--- config.mk ---
export PLATFORM = sky130hd
export DESIGN_NAME = change_dispense_ctrl
export DESIGN_NICKNAME = d
export VERILOG_FILES = /design/src/rtl/vend_pkg.sv /design/src/rtl/vend_coin_tube.sv /design/src/rtl/change_dispense_ctrl.sv
export SDC_FILE = /design/constraint.sdc
export NUM_CORES = 1
export LEC_CHECK = 0
export ABC_AREA = 1
export CAP_MARGIN = 20
export CORE_ASPECT_RATIO = 0.75
export CORE_MARGIN = 2
export CORE_UTILIZATION = 40
export DETAILED_ROUTE_END_ITERATION = 10
export SYNTH_ARGS = -nofsm -noshare
export SYNTH_HDL_FRONTEND = slang
export SYNTH_SLANG_ARGS = --single-unit
--- constraint.sdc ---
create_clock -name clk -period 3.5 [get_ports clk]
set_input_delay 0.35 -clock clk [delete_from_list [all_inputs] [get_ports clk]]
set_output_delay 0.35 -clock clk [all_outputs]
set_load 0.02 [all_outputs]
--- src/rtl/vend_pkg.sv ---
// Shared definitions for the change dispenser: coin encoding, coin values, FSM states.
package vend_pkg;

  localparam int unsigned CENTS_W   = 9;
  localparam int unsigned NUM_COINS = 4;

  // Coin index doubles as tube index and as bit position in tube_empty.
  typedef enum logic [1:0] {
    CoinQ = 2'd0,
    CoinD = 2'd1,
    CoinN = 2'd2,
    CoinP = 2'd3
  } coin_e;

  typedef enum logic [2:0] {
    StIdle   = 3'd0,
    StSelect = 3'd1,
    StEject  = 3'd2,
    StGap    = 3'd3,
    StDone   = 3'd4
  } state_e;

  localparam logic [CENTS_W-1:0] ValQ = 9'd25;
  localparam logic [CENTS_W-1:0] ValD = 9'd10;
  localparam logic [CENTS_W-1:0] ValN = 9'd5;
  localparam logic [CENTS_W-1:0] ValP = 9'd1;

  function automatic logic [CENTS_W-1:0] coin_value(input coin_e c);
    logic [CENTS_W-1:0] v;
    case (c)
      CoinQ:   v = ValQ;
      CoinD:   v = ValD;
      CoinN:   v = ValN;
      default: v = ValP;
    endcase
    return v;
  endfunction

endpackage

--- src/rtl/vend_coin_tube.sv ---
// One coin tube: saturating refill count, decrement on eject, empty flag.
module vend_coin_tube #(
  parameter int unsigned TUBE_W = 6,
  parameter int unsigned INIT   = 20
) (
  input  logic              i_clk,
  input  logic              i_rst,
  input  logic              i_inc,
  input  logic [TUBE_W-1:0] i_qty,
  input  logic              i_dec,
  output logic              o_empty
);

  logic [TUBE_W-1:0] r_count;
  logic [TUBE_W-1:0] w_count_next;
  logic [TUBE_W:0]   w_sum;

  assign w_sum   = {1'b0, r_count} + {1'b0, i_qty};
  assign o_empty = (r_count == '0);

  // Next count: clamp refills at full scale, never decrement below zero.
  always_comb begin
    w_count_next = r_count;
    if (i_inc) begin
      w_count_next = w_sum[TUBE_W] ? '1 : w_sum[TUBE_W-1:0];
    end
    if (i_dec && (w_count_next != '0)) begin
      w_count_next = w_count_next - TUBE_W'(1);
    end
  end

  // Count register, reloaded with the initial fill on reset.
  always_ff @(posedge i_clk or posedge i_rst) begin
    if (i_rst) begin
      r_count <= TUBE_W'(INIT);
    end else begin
      r_count <= w_count_next;
    end
  end

endmodule

--- src/rtl/change_dispense_ctrl.sv ---
// Change dispenser: greedy largest-coin payout with solenoid recovery gaps and abort.
module change_dispense_ctrl
  import vend_pkg::*;
#(
  parameter int unsigned TUBE_W     = 6,
  parameter int unsigned GAP_CYCLES = 2,
  parameter int unsigned INIT_Q     = 20,
  parameter int unsigned INIT_D     = 20,
  parameter int unsigned INIT_N     = 20,
  parameter int unsigned INIT_P     = 20
) (
  input  logic              clk,
  input  logic              rst,
  input  logic              req_valid,
  input  logic [8:0]        req_amount,
  output logic              req_ready,
  input  logic              abort,
  input  logic              refill_valid,
  input  logic [1:0]        refill_sel,
  input  logic [TUBE_W-1:0] refill_qty,
  output logic              eject_q,
  output logic              eject_d,
  output logic              eject_n,
  output logic              eject_p,
  output logic              done,
  output logic              shortfall,
  output logic [8:0]        change_left,
  output logic [3:0]        tube_empty
);

  localparam int unsigned GapW = (GAP_CYCLES > 1) ? $clog2(GAP_CYCLES) : 1;

  state_e               r_state;
  state_e               w_state_next;
  logic [CENTS_W-1:0]   r_remaining;
  logic [CENTS_W-1:0]   w_remaining_next;
  coin_e                r_coin;
  logic [GapW-1:0]      r_gap_cnt;
  logic [CENTS_W-1:0]   r_change_left;
  logic                 r_shortfall;
  logic                 w_shortfall_next;
  logic                 w_found;
  coin_e                w_pick;
  logic [3:0]           w_empty;
  logic [3:0]           w_inc;
  logic [3:0]           w_dec;
  logic                 w_accept;
  logic                 w_gap_last;

  assign w_accept    = req_valid && (r_state == StIdle);
  assign w_gap_last  = (r_gap_cnt == GapW'(GAP_CYCLES - 1));
  assign tube_empty  = w_empty;
  assign change_left = r_change_left;
  assign shortfall   = r_shortfall;
  assign eject_q     = w_dec[CoinQ];
  assign eject_d     = w_dec[CoinD];
  assign eject_n     = w_dec[CoinN];
  assign eject_p     = w_dec[CoinP];

  // Greedy pick: scan smallest to largest so the largest usable coin wins.
  always_comb begin
    w_found = 1'b0;
    w_pick  = CoinQ;
    for (int i = NUM_COINS - 1; i >= 0; i--) begin
      if (!w_empty[i] && (coin_value(coin_e'(i[1:0])) <= r_remaining)) begin
        w_found = 1'b1;
        w_pick  = coin_e'(i[1:0]);
      end
    end
  end

  // Refills only land while idle.
  always_comb begin
    w_inc = '0;
    for (int i = 0; i < 4; i++) begin
      w_inc[i] = (r_state == StIdle) && refill_valid && (refill_sel == i[1:0]);
    end
  end

  vend_coin_tube #(.TUBE_W(TUBE_W), .INIT(INIT_Q)) u_tube_q (
    .i_clk   (clk),
    .i_rst   (rst),
    .i_inc   (w_inc[CoinQ]),
    .i_qty   (refill_qty),
    .i_dec   (w_dec[CoinQ]),
    .o_empty (w_empty[CoinQ])
  );

  vend_coin_tube #(.TUBE_W(TUBE_W), .INIT(INIT_D)) u_tube_d (
    .i_clk   (clk),
    .i_rst   (rst),
    .i_inc   (w_inc[CoinD]),
    .i_qty   (refill_qty),
    .i_dec   (w_dec[CoinD]),
    .o_empty (w_empty[CoinD])
  );

  vend_coin_tube #(.TUBE_W(TUBE_W), .INIT(INIT_N)) u_tube_n (
    .i_clk   (clk),
    .i_rst   (rst),
    .i_inc   (w_inc[CoinN]),
    .i_qty   (refill_qty),
    .i_dec   (w_dec[CoinN]),
    .o_empty (w_empty[CoinN])
  );

  vend_coin_tube #(.TUBE_W(TUBE_W), .INIT(INIT_P)) u_tube_p (
    .i_clk   (clk),
    .i_rst   (rst),
    .i_inc   (w_inc[CoinP]),
    .i_qty   (refill_qty),
    .i_dec   (w_dec[CoinP]),
    .o_empty (w_empty[CoinP])
  );

  // FSM state register.
  always_ff @(posedge clk or posedge rst) begin
    if (rst) begin
      r_state <= StIdle;
    end else begin
      r_state <= w_state_next;
    end
  end

  // FSM next state; abort preempts everything except idle.
  always_comb begin
    w_state_next = r_state;
    case (r_state)
      StIdle: begin
        if (w_accept) begin
          w_state_next = (req_amount == '0) ? StDone : StSelect;
        end
      end
      StSelect: begin
        if (abort)        w_state_next = StDone;
        else if (w_found) w_state_next = StEject;
        else              w_state_next = StDone;
      end
      StEject: begin
        w_state_next = abort ? StDone : StGap;
      end
      StGap: begin
        if (abort) begin
          w_state_next = StDone;
        end else if (w_gap_last) begin
          w_state_next = (r_remaining != '0) ? StSelect : StDone;
        end
      end
      StDone:  w_state_next = StIdle;
      default: w_state_next = StIdle;
    endcase
  end

  // FSM outputs: ready in idle, one eject pulse per EJECT, done pulse in DONE.
  always_comb begin
    req_ready = 1'b0;
    done      = 1'b0;
    w_dec     = '0;
    case (r_state)
      StIdle:  req_ready = 1'b1;
      StEject: w_dec[r_coin] = 1'b1;
      StDone:  done = 1'b1;
      default: ;
    endcase
  end

  // Remaining balance and shortfall; an eject coinciding with abort still deducts.
  always_comb begin
    w_remaining_next = r_remaining;
    if (w_accept) begin
      w_remaining_next = req_amount;
    end else if (r_state == StEject) begin
      w_remaining_next = r_remaining - coin_value(r_coin);
    end
    w_shortfall_next = (r_state == StSelect) && !abort && !w_found;
  end

  // Datapath registers; result fields latch on entry to DONE and hold afterwards.
  always_ff @(posedge clk or posedge rst) begin
    if (rst) begin
      r_remaining   <= '0;
      r_coin        <= CoinQ;
      r_gap_cnt     <= '0;
      r_change_left <= '0;
      r_shortfall   <= 1'b0;
    end else begin
      r_remaining <= w_remaining_next;
      if ((r_state == StSelect) && w_found) begin
        r_coin <= w_pick;
      end
      if (r_state == StEject) begin
        r_gap_cnt <= '0;
      end else if (r_state == StGap) begin
        r_gap_cnt <= r_gap_cnt + GapW'(1);
      end
      if (w_state_next == StDone) begin
        r_change_left <= w_remaining_next;
        r_shortfall   <= w_shortfall_next;
      end
    end
  end

endmodule

# After elaboration in Yosys (flattened, before gate mapping)
# Cells that the tools add are included.
# word_totals
register_bits	49
in_bits	22
wordCells	115
# classes
add_sub_neg	10
magnitude_cmp	6
eq_ne	10
n_mux	41
reduce_logical	38
# op_table
op	n
$mux W6	12
$mux W9	4
$add A6 B6 Y7	4
$logic_not A6 Y1	4
$mux W3	8
$reduce_bool A6 Y1	4
$sub A6 B1 Y6 const B	4
$logic_and A1 B1 Y1	18
$pmux W5 S3	1
$pmux W3 S4	1
$le A1 B9 Y1 const A	1
$le A3 B9 Y1 const A	1
$le A4 B9 Y1 const A	1
$le A5 B9 Y1 const A	1
$logic_not A9 Y1	1
$mux W1	9
$reduce_bool A9 Y1	1
$sub A9 B9 Y9	1
$mux W2	4
$eq A2 B2 Y1 const B	3
$eq A3 B2 Y1 const B	2
$eq A3 B3 Y1 const B	2
$logic_not A1 Y1	6
$eq A2 B1 Y1 const B	2
9 further kinds	10

# Longest topological paths before layout
# Gate-level depths: netlist of run 1.
# depth
ltp_word	11
ltp_mapped	17
ltp_nobuf	17

# Cells and area by module
# Synthesis of run 1 repeated with hierarchy kept, for this count alone.
# hier_totals
cells_unflattened	771
area_unflattened_um2	5109.9
# modules_own_cells
module	instances	cells_per_inst	area_per_inst_um2	seq_area_each_um2
vend_coin_tube at u_tube_d ...	2	133	864.6	152.6
change_dispense_ctrl	1	239	1706.6	625.6
vend_coin_tube at u_tube_n ...	2	133	837.1	152.6

# Worst setup path before layout of run 1
# No wires, ideal clock.
# synth_timing
kind	reg2reg
start	reg u_tube_p.r_count[0]
end	reg u_tube_p.r_count[5]
setup_ps	116
arrival_ps	2231
t_required_ps	3384
path_slack_ps	1153
path_stages_with_launch	16
n_path_buf	0
cell_sequence	dfrtp_1 -> ha_1 -> fa_1 -> nand3_1 -> nand3_1 -> nand2_1 -> nand3_1 -> o22ai_2 -> ha_1 -> nand2_1 -> nor2_1 -> nand2_1 -> nand2_4 -> inv_2 -> nand2_1 -> nand2_1
# synth_via
elab_chain_cells	6
# synth_lines
item	line_no	source
start, declared	vend_coin_tube.sv:14	logic [TUBE_W-1:0] r_count;
start signal, assigned	vend_coin_tube.sv:35	r_count <= TUBE_W'(INIT);
start signal, assigned	vend_coin_tube.sv:37	r_count <= w_count_next;
$add A6 B6 Y7	vend_coin_tube.sv:18	assign w_sum = {1'b0, r_count} + {1'b0, i_qty};
$mux W6	vend_coin_tube.sv:25	w_count_next = w_sum[TUBE_W] ? '1 : w_sum[TUBE_W-1:0];
$mux W6 (*)	vend_coin_tube.sv:24	if (i_inc) begin
branches (longest 2 deep; another with $sub A6 B1 Y6)	n/a	
$mux W6 (*)	vend_coin_tube.sv:27	if (i_dec && (w_count_next != '0)) begin
net u_tube_p.w_count_next[5]	vend_coin_tube.sv:15	logic [TUBE_W-1:0] w_count_next;
# Mark *: on every way through the listed nets, which the timed path passes.
# A chain may end at the register's enable or synchronous reset.

# Worst setup path in the final report of run 1
# layout_timing
start	in refill_qty[1]
end	reg u_tube_q.r_count[5]
# layout_via
elab_chain_cells	6
# layout_lines
item	line_no	source
start, declared	change_dispense_ctrl.sv:20	input logic [TUBE_W-1:0] refill_qty,
$add A6 B6 Y7 (*)	vend_coin_tube.sv:18	
$mux W6 (*)	vend_coin_tube.sv:25	
$mux W6 (*)	vend_coin_tube.sv:24	
branches (longest 2 deep; another with $sub A6 B1 Y6)	n/a	
$mux W6 (*)	vend_coin_tube.sv:27	
net u_tube_q.w_count_next[5]	vend_coin_tube.sv:15	
end signal, assigned	vend_coin_tube.sv:35	
end signal, assigned	vend_coin_tube.sv:37	
end, declared	vend_coin_tube.sv:14	
# Marked as above.

==> results.cfg, run 1 <==
[route]
wl_per_cell_um = 12.8
routed_wl_um = 12000
viasPerCell = 4.90
vias = 4573
route.detailed.drc = 0
drt_first_pass_iters = 5
drtAntennaViolNets = 0
drt_iter0_markers = 339

[worst_setup_path]
critPathRequiredTime_ns = 3.68
max_stage_delay_ns = 0.65
crit_path_start_kind = input port
critical_path.cell_chain = clkdlybuf4s50_1, fa_1, nand3_1, nand3_1, nand2_1, nand3_2, nor2_1, nor2_1, inv_1, ha_1, inv_1, nor2_1, nand2_1, nor2_1, nor2_2, nand2_1, nand2_1
cp_max_fo = 7
worst_ep_arrival_time_ns = 3.10
critical-path-slowest-cell = clkdlybuf4s50_1
cp-end-kind = flip-flop
path_class = in2reg

[floorplan]
initial_core_util = 0.409
rows = 34
dieArea_um2 = 12700
fp.dieW_um = 130
coreArea_um2 = 11600
die_h_um = 98.1
io_pins = 42

[timing]
slew_headroom = 0.621
worstMarginPinSlew_ns = 0.568
rsz0062_at_grt = no
clock.fmax_ghz = 0.342
final-hold-violation-count = 0
setup_tns_ns = 0
period_needed_ns = 2.92
slew_viol_final = 0
period_share = 0.834
setup_viol = 0
clock_skew_ns = 0.00678

[placed_design]
dp_cells = 925
placed_cell_area_um2 = 5330
place_hpwl_um = 9780
port_buffers = 41
place_congestion = 0.910

[yosys]
synthArstFlopShare = 1.00
synth_edf_count = 0
netlist_area_um2 = 4730
synth_warnings = 0
yosys-top-cells-count = nand2_1, inv_1, nand3_1, nor2_1, dfrtp_1
yosys-top-cells-area = dfrtp_1, nand2_1, ha_1
syn_area_per_cell_um2 = 6.51
synth-main-ff-cell = dfrtp_1
synth-seq-cells = 49
synth_top_area_frac = 0.217
synth_cell_type_count = 43
yosysMostFrequentCell = nand2_1
synth_top_area_cell = dfrtp_1
synth_nets = 790
seq_area_frac_synth = 0.262
synthCells = 726

[finish]
nets = 834
layout-drive-gt1-share = 0.0921
fin_cells = 933
n_antenna_cell = 0
area_delta_synth_final_pct = 15.7
stdcell_area_um2 = 5470

[status]
outcome = finished, final reports clean

[global_route]
grt_pass1_vias = 4311
grt_util_all_layers = 0.199
grt_pass1_wl_um = 20500
grt_max_degree = 30
grt.overflow.total = 0
antenna_found_initial = 0

[clock_tree]
cts_setup_buffers = 0
holdBufCountCts = 0
clock_sinks = 49
numCtsBuffers = 5
h-tree-depth = 2
cts_resized = 0
cts_root_buf = clkbuf_16
clockBufferDepth = 2
insertion_delay_ns = 0.29
cts_tree = yes
clk_pin_slew_worst_paths_ns = 0.07

[power_and_ir_drop]
peakVddDrop_mv = 0.286
power.density_nw_per_um2 = 829
total_power_mw = 4.53
leakage_nw = 2.80

[job]
maxCapViolations = 0

[min_path]
min_path_type = in2async
## critical path: cells and delay by family
kind | cells | cell delay (ns)
adders and majority gates | 2 | 0.75
buffers and inverters | 3 | 0.83
and+or+nand+nor | 12 | 1.15
## state kept, by name (all words and copies together) (netlist names)
register / flops
u_tube_p.r_count: 6
r_coin: 2
u_tube_d.r_count: 6
change_left: 9
r_remaining: 9
shortfall: 1
r_gap_cnt: 1
r_state: 3
u_tube_n.r_count: 6
u_tube_q.r_count: 6
## cell usage in the layout, fill, tap and decap left out, types with 10 or more instances in the layout
cell	n
clkdlybuf4s50_1	41
nor2_1	53
inv_1	95
o21ai_0	19
ha_1	37
nand3_1	70
nand4_1	10
nand2_1	259
dfrtp_1	41
a21oi_1	22
## kinds of logic (layout without fill, tap and decap cells)
logic type,count (synthesis),after routing,share of synthesized area
simple gates,448,448,0.421
buf+inv,112,157,0.0945
fa+ha+maj,42,42,0.119
flops,49,49,0.262
xor+xnor,15,15,0.0278
compound gates,60,60,0.0762
## path summary, 6_finish.rpt
kind,from,end,slack [ns],depth (start not counted)
min reg2reg,shortfall$_DFFE_PP0N_,shortfall$_DFFE_PP0N_,0.50,2
max in group asynchronous,rst,u_tube_d.r_count[2]$_DFF_PP1_,2.48,3
min,rst,u_tube_n.r_count[1]$_DFF_PP0_,0.41,2
max,refill_qty[1],u_tube_q.r_count[5]$_DFF_PP0_,0.58,17
min in group clk,shortfall$_DFFE_PP0N_,shortfall$_DFFE_PP0N_,0.50,2
max reg2reg,u_tube_p.r_count[0]$_DFF_PP0_,u_tube_p.r_count[3]$_DFF_PP0_,0.79,15
## layer usage
layer,global-route usage,vias up,part of all wire,wire [µm]
met5,0,-,0,0
li1,-,2387,-,-
met1,0.311,2082,0.56,6650
met3,0.0274,15,0.031,370
met2,0.288,89,0.40,4750
met4,0.0430,0,0.015,184
## through the flow
step	hold slack [ns]	setup WS [ns]	utilization
global route	0.455	0.300	0.473
detailed placement	0.493	0.296	0.461
finish	0.412	0.579	0.473
global placement	0.494	0.395	0.459
floorplan	0.481	1.15	-
CTS	0.427	0.592	0.473
## power by group
group	switching (mW)	internal, mW
sequential	0.262	0.864
combinational	1.83	1.09
clock	0.215	0.263
## area by class of cell
class,count,area [µm²]
sequential,49,1240
multi-input combinational,565,3040
inverter,103,387
tap,162,203
clock buffer,6,129
clock inverter,2,10.0
timing repair buffer,46,460
fill,1185,6100
No activity file was read; power rests on OpenSTA's default activity.
==> inputs of run 2 (changes only) <==
==> constraint.sdc (replaced) <==
create_clock -name clk -period 3 [get_ports clk]
set_input_delay 0.3 -clock clk [delete_from_list [all_inputs] [get_ports clk]]
set_output_delay 0.3 -clock clk [all_outputs]
set_load 0.02 [all_outputs]
==> results.cfg, run 2 (synthesis gave the netlist of run 1 again) <==
[timing]
clock_skew_ns = 0.00486
slew_headroom = 0.558
slew_viol_final = 0
whs_ns = 0.500
period_share = 0.924
rsz0062_at_grt = no
setup_viol = 0
clock.fmax_ghz = 0.361
layout_setup_ws_ns = 0.227
setup_tns_ns = 0
final-hold-violation-count = 0
period_needed_ns = 2.77
worstMarginPinSlew_ns = 0.663

[finish]
final_util = 0.480
final_common_cell = nand2_1
n_antenna_cell = 0
fillCellCount = 1182
layout-drive-gt1-share = 0.105
nets = 846
final_cell_mix = nand2_1, inv_1, nand3_1, nor2_1, dfrtp_1
area_delta_synth_final_pct = 17.5
stdcell_area_um2 = 5550

[global_route]
grt_max_degree = 50
grt_pass1_vias = 4379
grt_pass1_wl_um = 21000
antenna_found_initial = 0
grt.overflow.total = 0
grt_util_all_layers = 0.205

[clock_tree]
numCtsBuffers = 5
insertion_delay_ns = 0.29
cts_setup_buffers = 0
h-tree-depth = 2
clockBufferDepth = 2
clock_sinks = 49
holdBufCountCts = 0
clk_pin_slew_worst_paths_ns = 0.07
cts_resized = 0
cts_tree = yes
cts_root_buf = clkbuf_16

[route]
wl_per_cell_um = 13.1
viasPerCell = 4.82
drt_iter0_markers = 288
drtAntennaViolNets = 0
routed_wl_um = 12400
vias = 4550
drt_first_pass_iters = 5
route.detailed.drc = 0

[power_and_ir_drop]
p_sw_frac = 0.505
p_seq_frac = 0.241
power.share.clock = 0.106
peakVddDrop_mv = 0.384
leakage_nw = 2.86
p_int_mw = 2.69
p_comb_frac = 0.653
power.density_nw_per_um2 = 980
p_sw_mw = 2.75

[floorplan]
rows = 34
io_pins = 42
dieArea_um2 = 12700
coreArea_um2 = 11600
initial_core_util = 0.409
fp.dieW_um = 130
die_h_um = 98.1

[worst_setup_path]
path_class = reg2out
crit_buf_inv = 2
max_stage_delay_ns = 0.70
critPathTopFamily = simple AND/OR/NAND/NOR gates
critical_path.cell_chain = inv_1, nor2_4, nand2_1, nor2_1, clkdlybuf4s50_1
crit_path_start_kind = flip-flop
critPathRequiredTime_ns = 2.70
worst_ep_arrival_time_ns = 2.47
rrSetupSlack_ns = 0.44
cp-end-kind = output port
critical-path-slowest-cell = clkdlybuf4s50_1
cp_max_fo = 12

[status]
outcome = finished, final reports clean

[job]
maxCapViolations = 0

[placed_design]
port_buffers = 41
place_ws_ns = 0.00547
place_congestion = 0.951
placed_cell_area_um2 = 5410
place_hpwl_um = 10000

[min_path]
min_path_type = in2async
[run 2: changes by cell type in the layout (fill, tap and decap cells not counted)]
cell	change
clkinv_2	-2
clkbuf_8	+1
buf_12	-1
clkdlybuf4s50_1	-1
buf_4	+13
dlymetal6s2s_1	+1
[run 2: routing by layer]
metal	part of all wire	global-route usage	up-vias
met5	0	0	-
met4	0.0080	0.0347	0
met3	0.037	0.0329	9
met2	0.41	0.304	89
met1	0.55	0.317	2046
li1	-	-	2406
[run 2: area by class of cell]
class                      count  area, µm²  share of cell area
clock buffer                   7        143              0.0257
inverter                     103        387              0.0696
multi-input combinational    565       3040               0.548
sequential                    49       1240               0.223
tap                          162        203              0.0365
timing repair buffer          58        541              0.0973
[run 2: through the flow]
step	instances	power (mW)
5_1_grt	944	6.03
3_3_place_gp	937	4.76
2_1_floorplan	726	3.85
3_5_place_dp	937	4.82
6_report	944	5.44
4_1_cts	944	5.43
[run 2: worst register-to-register path, stage by stage (launching register included)]
cell and delay, ns:
dfrtp_1 0.45, ha_1 0.25, fa_1 0.43, nand3_1 0.14, nand3_1 0.09, nand2_1 0.10
nand2_1 0.09, o21ai_1 0.19, ha_1 0.17, nand2_1 0.05, nor2_1 0.10, nand2_1 0.09
nand2_4 0.11, inv_2 0.07, nand2_1 0.07, nand2_1 0.05
[run 2: final timing paths]
kind                                                 end                           from  cells after the start
hold / removal                     shortfall$_DFFE_PP0N_                            rst                      3
min in group clk                   shortfall$_DFFE_PP0N_          shortfall$_DFFE_PP0N_                      2
setup / recovery                                 eject_d           r_state[1]$_DFF_PP0_                      5
hold reg to reg                    shortfall$_DFFE_PP0N_          shortfall$_DFFE_PP0N_                      2
max in group asynchronous           r_state[0]$_DFF_PP0_                            rst                      3
setup reg to reg           u_tube_p.r_count[5]$_DFF_PP0_  u_tube_p.r_count[0]$_DFF_PP0_                     15
[run 2: power groups by stage]
stage	sequential, mW	clock [mW]	combinational [mW]
global placement	1.32	0	3.44
finish	1.31	0.576	3.55
global route	1.35	0.610	4.07
CTS	1.31	0.587	3.53
floorplan	1.28	0	2.57
detailed placement	1.32	0	3.50
